$ cat config.mk
export PLATFORM = sky130hd
export DESIGN_NAME = bram_stream_writer_flat
export DESIGN_NICKNAME = d
export VERILOG_FILES = /design/src/rtl/bram_stream_writer_if.sv /design/src/rtl/bram_stream_writer.sv /design/src/flat_wrapper.sv
export SDC_FILE = /design/constraint.sdc
export NUM_CORES = 1
export LEC_CHECK = 0
export BUFFER_PORTS_ARGS = -buffer_cell sky130_fd_sc_hd__buf_2
export CORE_UTILIZATION = 42
export DETAILED_ROUTE_END_ITERATION = 12
export PLACE_DENSITY = 0.7
export SYNTH_ARGS = -nofsm -noshare
export SYNTH_HDL_FRONTEND = slang
export SYNTH_SLANG_ARGS = --single-unit
$ cat constraint.sdc
create_clock -name clk -period 3.7 [get_ports clk]
set_clock_uncertainty 0.05 [all_clocks]
set_input_delay 0.37 -clock clk [delete_from_list [all_inputs] [get_ports clk]]
set_output_delay 0.37 -clock clk [all_outputs]
set_load 0.01 [all_outputs]
$ cat src/rtl/bram_stream_writer_if.sv
// Stream sink, BRAM port-A and loader handshake bundle for bram_stream_writer.
// Latency: n/a (wiring only). Backpressure: s_ready from the writer, load_ack from the loader.
// The writer connects through the slave modport. The stream source, BRAM and loader use master.
interface bram_stream_writer_if #(
    parameter int DATA_WIDTH = 16,
    parameter int ADDR_W     = 8
);
    logic [DATA_WIDTH-1:0] s_data;
    logic                  s_valid;
    logic                  s_last;
    logic                  s_ready;

    logic                  BRAM_ena;
    logic                  BRAM_wea;
    logic [ADDR_W-1:0]     BRAM_addra;
    logic [DATA_WIDTH-1:0] BRAM_dina;

    logic                  load_done;
    logic                  load_ack;
    logic [ADDR_W:0]       word_cnt;
    logic                  len_err;

    modport slave (
        input  s_data, s_valid, s_last, load_ack,
        output s_ready, BRAM_ena, BRAM_wea, BRAM_addra, BRAM_dina,
        output load_done, word_cnt, len_err
    );

    modport master (
        output s_data, s_valid, s_last, load_ack,
        input  s_ready, BRAM_ena, BRAM_wea, BRAM_addra, BRAM_dina,
        input  load_done, word_cnt, len_err
    );
endinterface

$ cat src/rtl/bram_stream_writer.sv
// Writes one valid/ready frame into BRAM port A, then presents load_done until load_ack.
// Latency: write strobe 1 cycle after accept; load_done 2 cycles after the last beat.
// Backpressure: s_ready is low from the last beat until load_ack is seen. Optional length checking: BRAM_WRITER_LEN_CHECK_EN.
module bram_stream_writer #(
    parameter int DATA_WIDTH = 16,
    parameter int DEPTH      = 256,
    parameter int ADDR_W     = 8
) (
    input  logic                    clk,
    input  logic                    rst_n,
    bram_stream_writer_if.slave     bus
);

    localparam int CNT_W = ADDR_W + 1;

    localparam logic [1:0] ST_FILL  = 2'd0;
    localparam logic [1:0] ST_FLUSH = 2'd1;
    localparam logic [1:0] ST_DONE  = 2'd2;

    localparam logic [CNT_W-1:0] LAST_IDX = CNT_W'(DEPTH - 1);

    logic [1:0]            state_q, state_d;
    logic [CNT_W-1:0]      ptr_q,   ptr_d;
    logic                  wr_q,    wr_d;
    logic [ADDR_W-1:0]     addr_q,  addr_d;
    logic [DATA_WIDTH-1:0] din_q,   din_d;

    logic accept;
    logic at_last_idx;
    logic frame_end;
    logic release_frame;

    assign accept        = bus.s_valid && (state_q == ST_FILL);
    assign at_last_idx   = (ptr_q == LAST_IDX);
    assign frame_end     = accept && (bus.s_last || at_last_idx);
    assign release_frame = (state_q == ST_DONE) && bus.load_ack;

    // ptr_q counts accepted beats, which equals the number of strobes already visible.
    always_comb begin
        state_d = state_q;
        ptr_d   = ptr_q;
        wr_d    = 1'b0;
        addr_d  = addr_q;
        din_d   = din_q;
        case (state_q)
            ST_FILL: begin
                if (accept) begin
                    wr_d   = 1'b1;
                    addr_d = ptr_q[ADDR_W-1:0];
                    din_d  = bus.s_data;
                    ptr_d  = ptr_q + CNT_W'(1);
                    if (frame_end) begin
                        state_d = ST_FLUSH;
                    end
                end
            end
            ST_FLUSH: begin
                state_d = ST_DONE;
            end
            ST_DONE: begin
                if (release_frame) begin
                    state_d = ST_FILL;
                    ptr_d   = '0;
                end
            end
            default: begin
                state_d = ST_FILL;
                ptr_d   = '0;
            end
        endcase
    end

    always_ff @(posedge clk or negedge rst_n) begin
        if (!rst_n) begin
            state_q <= ST_FILL;
            ptr_q   <= '0;
            wr_q    <= 1'b0;
            addr_q  <= '0;
            din_q   <= '0;
        end else begin
            state_q <= state_d;
            ptr_q   <= ptr_d;
            wr_q    <= wr_d;
            addr_q  <= addr_d;
            din_q   <= din_d;
        end
    end

`ifdef BRAM_WRITER_LEN_CHECK_EN
    logic err_q, err_d;

    // A frame is well-formed only when s_last arrives exactly on the final BRAM slot.
    always_comb begin
        err_d = err_q;
        if (frame_end && (bus.s_last ^ at_last_idx)) begin
            err_d = 1'b1;
        end else if (release_frame) begin
            err_d = 1'b0;
        end
    end

    always_ff @(posedge clk or negedge rst_n) begin
        if (!rst_n) begin
            err_q <= 1'b0;
        end else begin
            err_q <= err_d;
        end
    end

    assign bus.len_err = err_q;
`else
    assign bus.len_err = 1'b0;
`endif

    assign bus.s_ready    = (state_q == ST_FILL);
    assign bus.load_done  = (state_q == ST_DONE);
    assign bus.word_cnt   = ptr_q;
    assign bus.BRAM_ena   = wr_q;
    assign bus.BRAM_wea   = wr_q;
    assign bus.BRAM_addra = addr_q;
    assign bus.BRAM_dina  = din_q;

endmodule

$ cat src/flat_wrapper.sv
// flat-port wrapper written by rule: the top's interface ports become plain ports
module bram_stream_writer_flat 
#(
    parameter int DATA_WIDTH = 16,
    parameter int DEPTH      = 256,
    parameter int ADDR_W     = 8
)
  (clk, rst_n, bus_s_data, bus_s_valid, bus_s_last, bus_load_ack, bus_s_ready, bus_BRAM_ena, bus_BRAM_wea, bus_BRAM_addra, bus_BRAM_dina, bus_load_done, bus_word_cnt, bus_len_err);
  bram_stream_writer_if #(.DATA_WIDTH(DATA_WIDTH), .ADDR_W(ADDR_W)) bus_i ();
  input  logic clk;
  input  logic rst_n;
  input wire logic [$bits(bus_i.s_data)-1:0] bus_s_data;
  input wire logic [$bits(bus_i.s_valid)-1:0] bus_s_valid;
  input wire logic [$bits(bus_i.s_last)-1:0] bus_s_last;
  input wire logic [$bits(bus_i.load_ack)-1:0] bus_load_ack;
  output wire logic [$bits(bus_i.s_ready)-1:0] bus_s_ready;
  output wire logic [$bits(bus_i.BRAM_ena)-1:0] bus_BRAM_ena;
  output wire logic [$bits(bus_i.BRAM_wea)-1:0] bus_BRAM_wea;
  output wire logic [$bits(bus_i.BRAM_addra)-1:0] bus_BRAM_addra;
  output wire logic [$bits(bus_i.BRAM_dina)-1:0] bus_BRAM_dina;
  output wire logic [$bits(bus_i.load_done)-1:0] bus_load_done;
  output wire logic [$bits(bus_i.word_cnt)-1:0] bus_word_cnt;
  output wire logic [$bits(bus_i.len_err)-1:0] bus_len_err;
  assign bus_i.s_data = bus_s_data;
  assign bus_i.s_valid = bus_s_valid;
  assign bus_i.s_last = bus_s_last;
  assign bus_i.load_ack = bus_load_ack;
  assign bus_s_ready = bus_i.s_ready;
  assign bus_BRAM_ena = bus_i.BRAM_ena;
  assign bus_BRAM_wea = bus_i.BRAM_wea;
  assign bus_BRAM_addra = bus_i.BRAM_addra;
  assign bus_BRAM_dina = bus_i.BRAM_dina;
  assign bus_load_done = bus_i.load_done;
  assign bus_word_cnt = bus_i.word_cnt;
  assign bus_len_err = bus_i.len_err;
  bram_stream_writer #(.DATA_WIDTH(DATA_WIDTH), .DEPTH(DEPTH), .ADDR_W(ADDR_W)) u_core (.clk(clk), .rst_n(rst_n), .bus(bus_i));
endmodule
; ---- Yosys cells after proc, flatten, opt, wreduce, memory -nomap -nowiden
; Cells that the tools add are included.
[totals]
output_inout_bits = 38
in_bits = 21
regBits = 36
wordCells = 30
[op_classes]
muxes = 9
bitwise_logic = 1
n_reduce_logical = 8
n_eq_ne = 6
add_sub_neg = 1
[ops]
columns = cell, n
row1 = $pmux W9 S3, 1
row2 = $mux W9, 2
row3 = $add A9 B1 Y9 const B, 1
row4 = $eq A9 B8 Y1 const B, 1
row5 = $mux W2, 3
row6 = $ne A2 B1 Y1 const B, 3
row7 = $pmux W2 S3, 1
row8 = $reduce_and A3 Y1, 2
row9 = $logic_and A1 B1 Y1, 3
row10 = $eq A2 B1 Y1 const B, 1
row11 = $eq A2 B2 Y1 const B, 1
row12 = $logic_not A2 Y1, 1
row13 = $mux W1, 2
row14 = $reduce_and A2 Y1, 1
row15 = $logic_or A1 B1 Y1, 1
row16 = $not A1 Y1, 1

; ---- Logic depth before layout (Yosys ltp)
[logic_depth]
depth_word = 6
ltp_mapped = 6
depth_no_buf = 6

; ---- Worst setup path after synthesis
; Ideal clock, no wire load.
[synth_timing]
path_kind = register to register
start = reg u_core.state_q[1]
end = reg u_core.ptr_q[6], in the netlist u_core.bus.word_cnt[6]
path_slack_ps = 2136
path_buffers = 1
setup_ps = 140
required_time_ps = 3510
path_stages_with_launch = 5
synth_period_minus_slack_ps = 1564
arrival_time_ps = 1375
path_cell_list = dfrtp_1 -> or3b_1 -> buf_2 -> o311ai_0 -> o41ai_1
[synth_via]
elab_chain_len = 4
elab_cells_between_ends = 10
cone_classes = eq/ne (4) / mux (1) / bitwise (1) / reduce/logical (4)
[synth_lines]
columns = item, line_no
row1 = "start, declared", bram_stream_writer.sv:22  ; logic [1:0] state_q, state_d;
row2 = "start signal, assigned", bram_stream_writer.sv:81  ; state_q <= state_d;
row3 = $eq A2 B2 Y1 / $logic_not A2 Y1 (equally long branches), "bram_stream_writer.sv:36, bram_stream_writer.sv:45, bram_stream_writer.sv:33"
row4 = "$logic_and A1 B1 Y1, on equally long branches", "bram_stream_writer.sv:36, bram_stream_writer.sv:33"
row5 = $ne A2 B1 Y1 (no line), n/a
row6 = $reduce_and A3 Y1 (no line), n/a
row7 = "end signal, assigned", bram_stream_writer.sv:82  ; ptr_q <= ptr_d;
row8 = "end, declared", bram_stream_writer.sv:23  ; logic [CNT_W-1:0] ptr_q, ptr_d;
; Parallel ways exist; a longest one is shown, timed or not.
; A chain may end at the register's enable or synchronous reset.

; ---- Worst setup path in the final report
[layout_timing]
start = reg u_core.state_q[0]
end = reg u_core.ptr_q[4], in the netlist u_core.bus.word_cnt[4]
; The elaborated chain is that of the path after synthesis.

==> run summary <==
status -> finished, final reports clean
Hold Vio Cnt, Final -> 0
total core area -> 0.003363 sq mm
Area Overhead vs Synth -> 22.91%
HPWL Detailed -> 2028 microns
die height -> 61.37 microns
Post-synth top flop -> dfrtp_1
fraction of the mapped netlist area in compound gates -> 6.593%
Initial Util -> 44.01%
largest net degree at the start of global routing -> 40
Seq cells post-synth -> 36
clk_lat worst skew -> 0.33 ns
Max-Cap Viols -> 0
number of flops mapped to enable cells by yosys -> 0
first-pass GRT wire length -> 4761 microns
antenna-violating nets left -> 0
cell count after synthesis -> 160
Synth top area share -> 60.86%
Setup crit start kind -> flip-flop
multiplexer area fraction after synthesis -> 1.437%
Clock transition at path regs -> 0.10 ns
sequential area share after synthesis -> 60.86%
Synth Area in Simple Gates -> 25.61%
pwr dens -> 527.7 mW/mm^2
total number of H-tree levels -> 2
Post-Synth Adder-Cell Area -> 1.691%
RSZ-0062 raised after global routing -> false
layout cells sized above 1 -> 29.91%
Die ar. -> 0.003766 sq mm
Post-CTS Setup Bufs -> 0
largest family of logic cells by synthesized area -> simple AND/OR/NAND/NOR gates
worst setup margin -> 1.273 ns
Sum Neg Setup Slack -> 0 ns
via-per-instance ratio -> 4.742
Critical R2R Launch -> u_core.state_q[0]$_DFFE_PN0P_
Cell Rows -> 21
crit path max fanout -> 39
max-slew violations -> 0
vias in the first global route -> 1091
fmax -> 412.0 MHz
Fill cells -> 340
Yosys top cell by area -> dfrtp_1
pre-CTS WS -> 1.191 ns
Avg Cell Area, Syn -> 9.251 sq um
Tmin final -> 2.427 ns
commonest non-fill, non-tap cell in the layout -> nand2_1
CTS tree -> done
Async SR Flop Fraction -> 100.0%
CP Class -> flip-flop to flip-flop
Worst slew margin -> 22.51%
Post-Syn Nets -> 183
top post-synthesis cells by area -> dfrtp_1 (61%), nand2_1 (19%), ha_1 (1.7%)
class of the worst hold path -> primary input to async pin
IO Port Bufs -> 57
DRT iter0 DRCs -> 58
Peak VDD IR -> 0.0003022 V
Crit. End Element -> flip-flop
clk buf depth -> 2
# clock sinks -> 36
DR vias -> 1233
commonest non-fill, non-tap cells in the layout -> nand2_1 (75), buf_2 (57), dfrtp_1 (36)
Nets -> 239
Antenna diodes -> 0
Die Width -> 61.37 microns
arrival time worst endpoint -> 2.64 ns
# hold bufs at CTS -> 0
Critical Path Source -> u_core.state_q[0]$_DFFE_PN0P_
WP data required -> 3.91 ns
crit share post-route -> 65.60%
PostCTS Resize Cnt -> 0
Pleak -> 1.035 nW
Synth Area in XOR/XNOR -> 0%
DR pass1 iterations -> 4
DRT Wirelength -> 3060 microns
Worst-Margin Slew -> 1.162 ns
DR DRC count -> 0
CTS root buffer -> clkbuf_4
RePlAce Congestion -> 0.6786
initial antenna violation count -> 0
grt ovf -> 0
Syn Std Cell Area -> 0.001480 sq mm
Synthesis Warnings -> 0
Tot Pwr -> 0.0009601 W
number of CTS-inserted buffers -> 5
count of cell types in the netlist -> 26
Ports -> 59
Total GRT Usage -> 17.64%
WL/cell -> 11.77 microns
final setup violating endpoints -> 0
-- report_power, final --
group	internal, W	switching [W]
logic	0.000103	0.000148
registers	0.000468	0.0000620
clock network	0.0000635	0.000116
total	0.000634	0.000326
-- final timing paths --
check                                                        to  slack, ns  cells past startpoint
max in group asynchronous   u_core.bus.BRAM_dina[5]$_DFFE_PN0P_       3.03                      1
max reg2reg                  u_core.bus.word_cnt[4]$_DFFE_PN0P_       1.27                      4
min reg2reg                 u_core.bus.BRAM_dina[0]$_DFFE_PN0P_       0.43                      2
max                          u_core.bus.word_cnt[4]$_DFFE_PN0P_       1.27                      4
min                         u_core.bus.BRAM_dina[0]$_DFFE_PN0P_       0.06                      1
min in group clk           u_core.bus.BRAM_dina[10]$_DFFE_PN0P_       0.17                      3
-- critical path, stage by stage (launching register included) --
cell,delay (ns)
dfrtp_1,0.45
or3b_1,0.92
inv_2,0.48
nand4_1,0.26
mux2i_1,0.19
-- metal layers --
layer | track usage [%] | vias up | share of wire [%]
met2 | 27.02 | 52 | 44
met5 | 0 | - | 0
met4 | 4.762 | 0 | 0
met1 | 23.57 | 557 | 48
met3 | 6.933 | 0 | 8.0
li1 | - | 624 | -
-- kinds of logic (layout without fill, tap and decap cells) --
kind of cell,after synthesis,in the layout
muxes,2,2
other,1,1
adders and majority gates,2,2
DFF,36,36
AOI/OAI and AO/OA,15,15
and+or+nand+nor,93,93
buffers and inverters,11,65
-- cell usage after synthesis, drive strengths merged (3+ instances only) --
cell and instances:
a21oi 4, buf 5, clkbuf 3, dfrtp 36
inv 3, nand2 75, nand3 4, nor2 6
o21ai 4
-- cell type report --
| type | instances | area [sq um] | area share (%) |
|---|---|---|---|
| flip-flops and latches | 36 | 900.9 | 49.52 |
| multi-input cells | 113 | 526.8 | 28.95 |
| repair buffers | 57 | 285.3 | 15.68 |
| well taps | 46 | 57.56 | 3.164 |
| clock buffers | 5 | 37.54 | 2.063 |
| inverters | 3 | 11.26 | 0.6190 |
-- through the flow --
stage,instances,hold slack [ns],utilization [%],cell area [sq um]
2_1_floorplan,160,0.02441,-,1480
3_3_place_gp,255,0.4052,52.98,1782
3_5_place_dp,255,0.4078,52.98,1782
4_1_cts,260,0.08550,54.09,1819
5_1_grt,260,0.1102,54.09,1819
6_report,260,0.05876,54.09,1819
-- registers in the layout, summed over array words and instances, names as in the netlist --
name / cells
u_core.bus.word_cnt: 9
u_core.state_q: 2
u_core.bus.BRAM_ena: 1
u_core.bus.BRAM_dina: 16
u_core.bus.BRAM_addra: 8
Note: power is estimated with default switching activity, not from simulation.
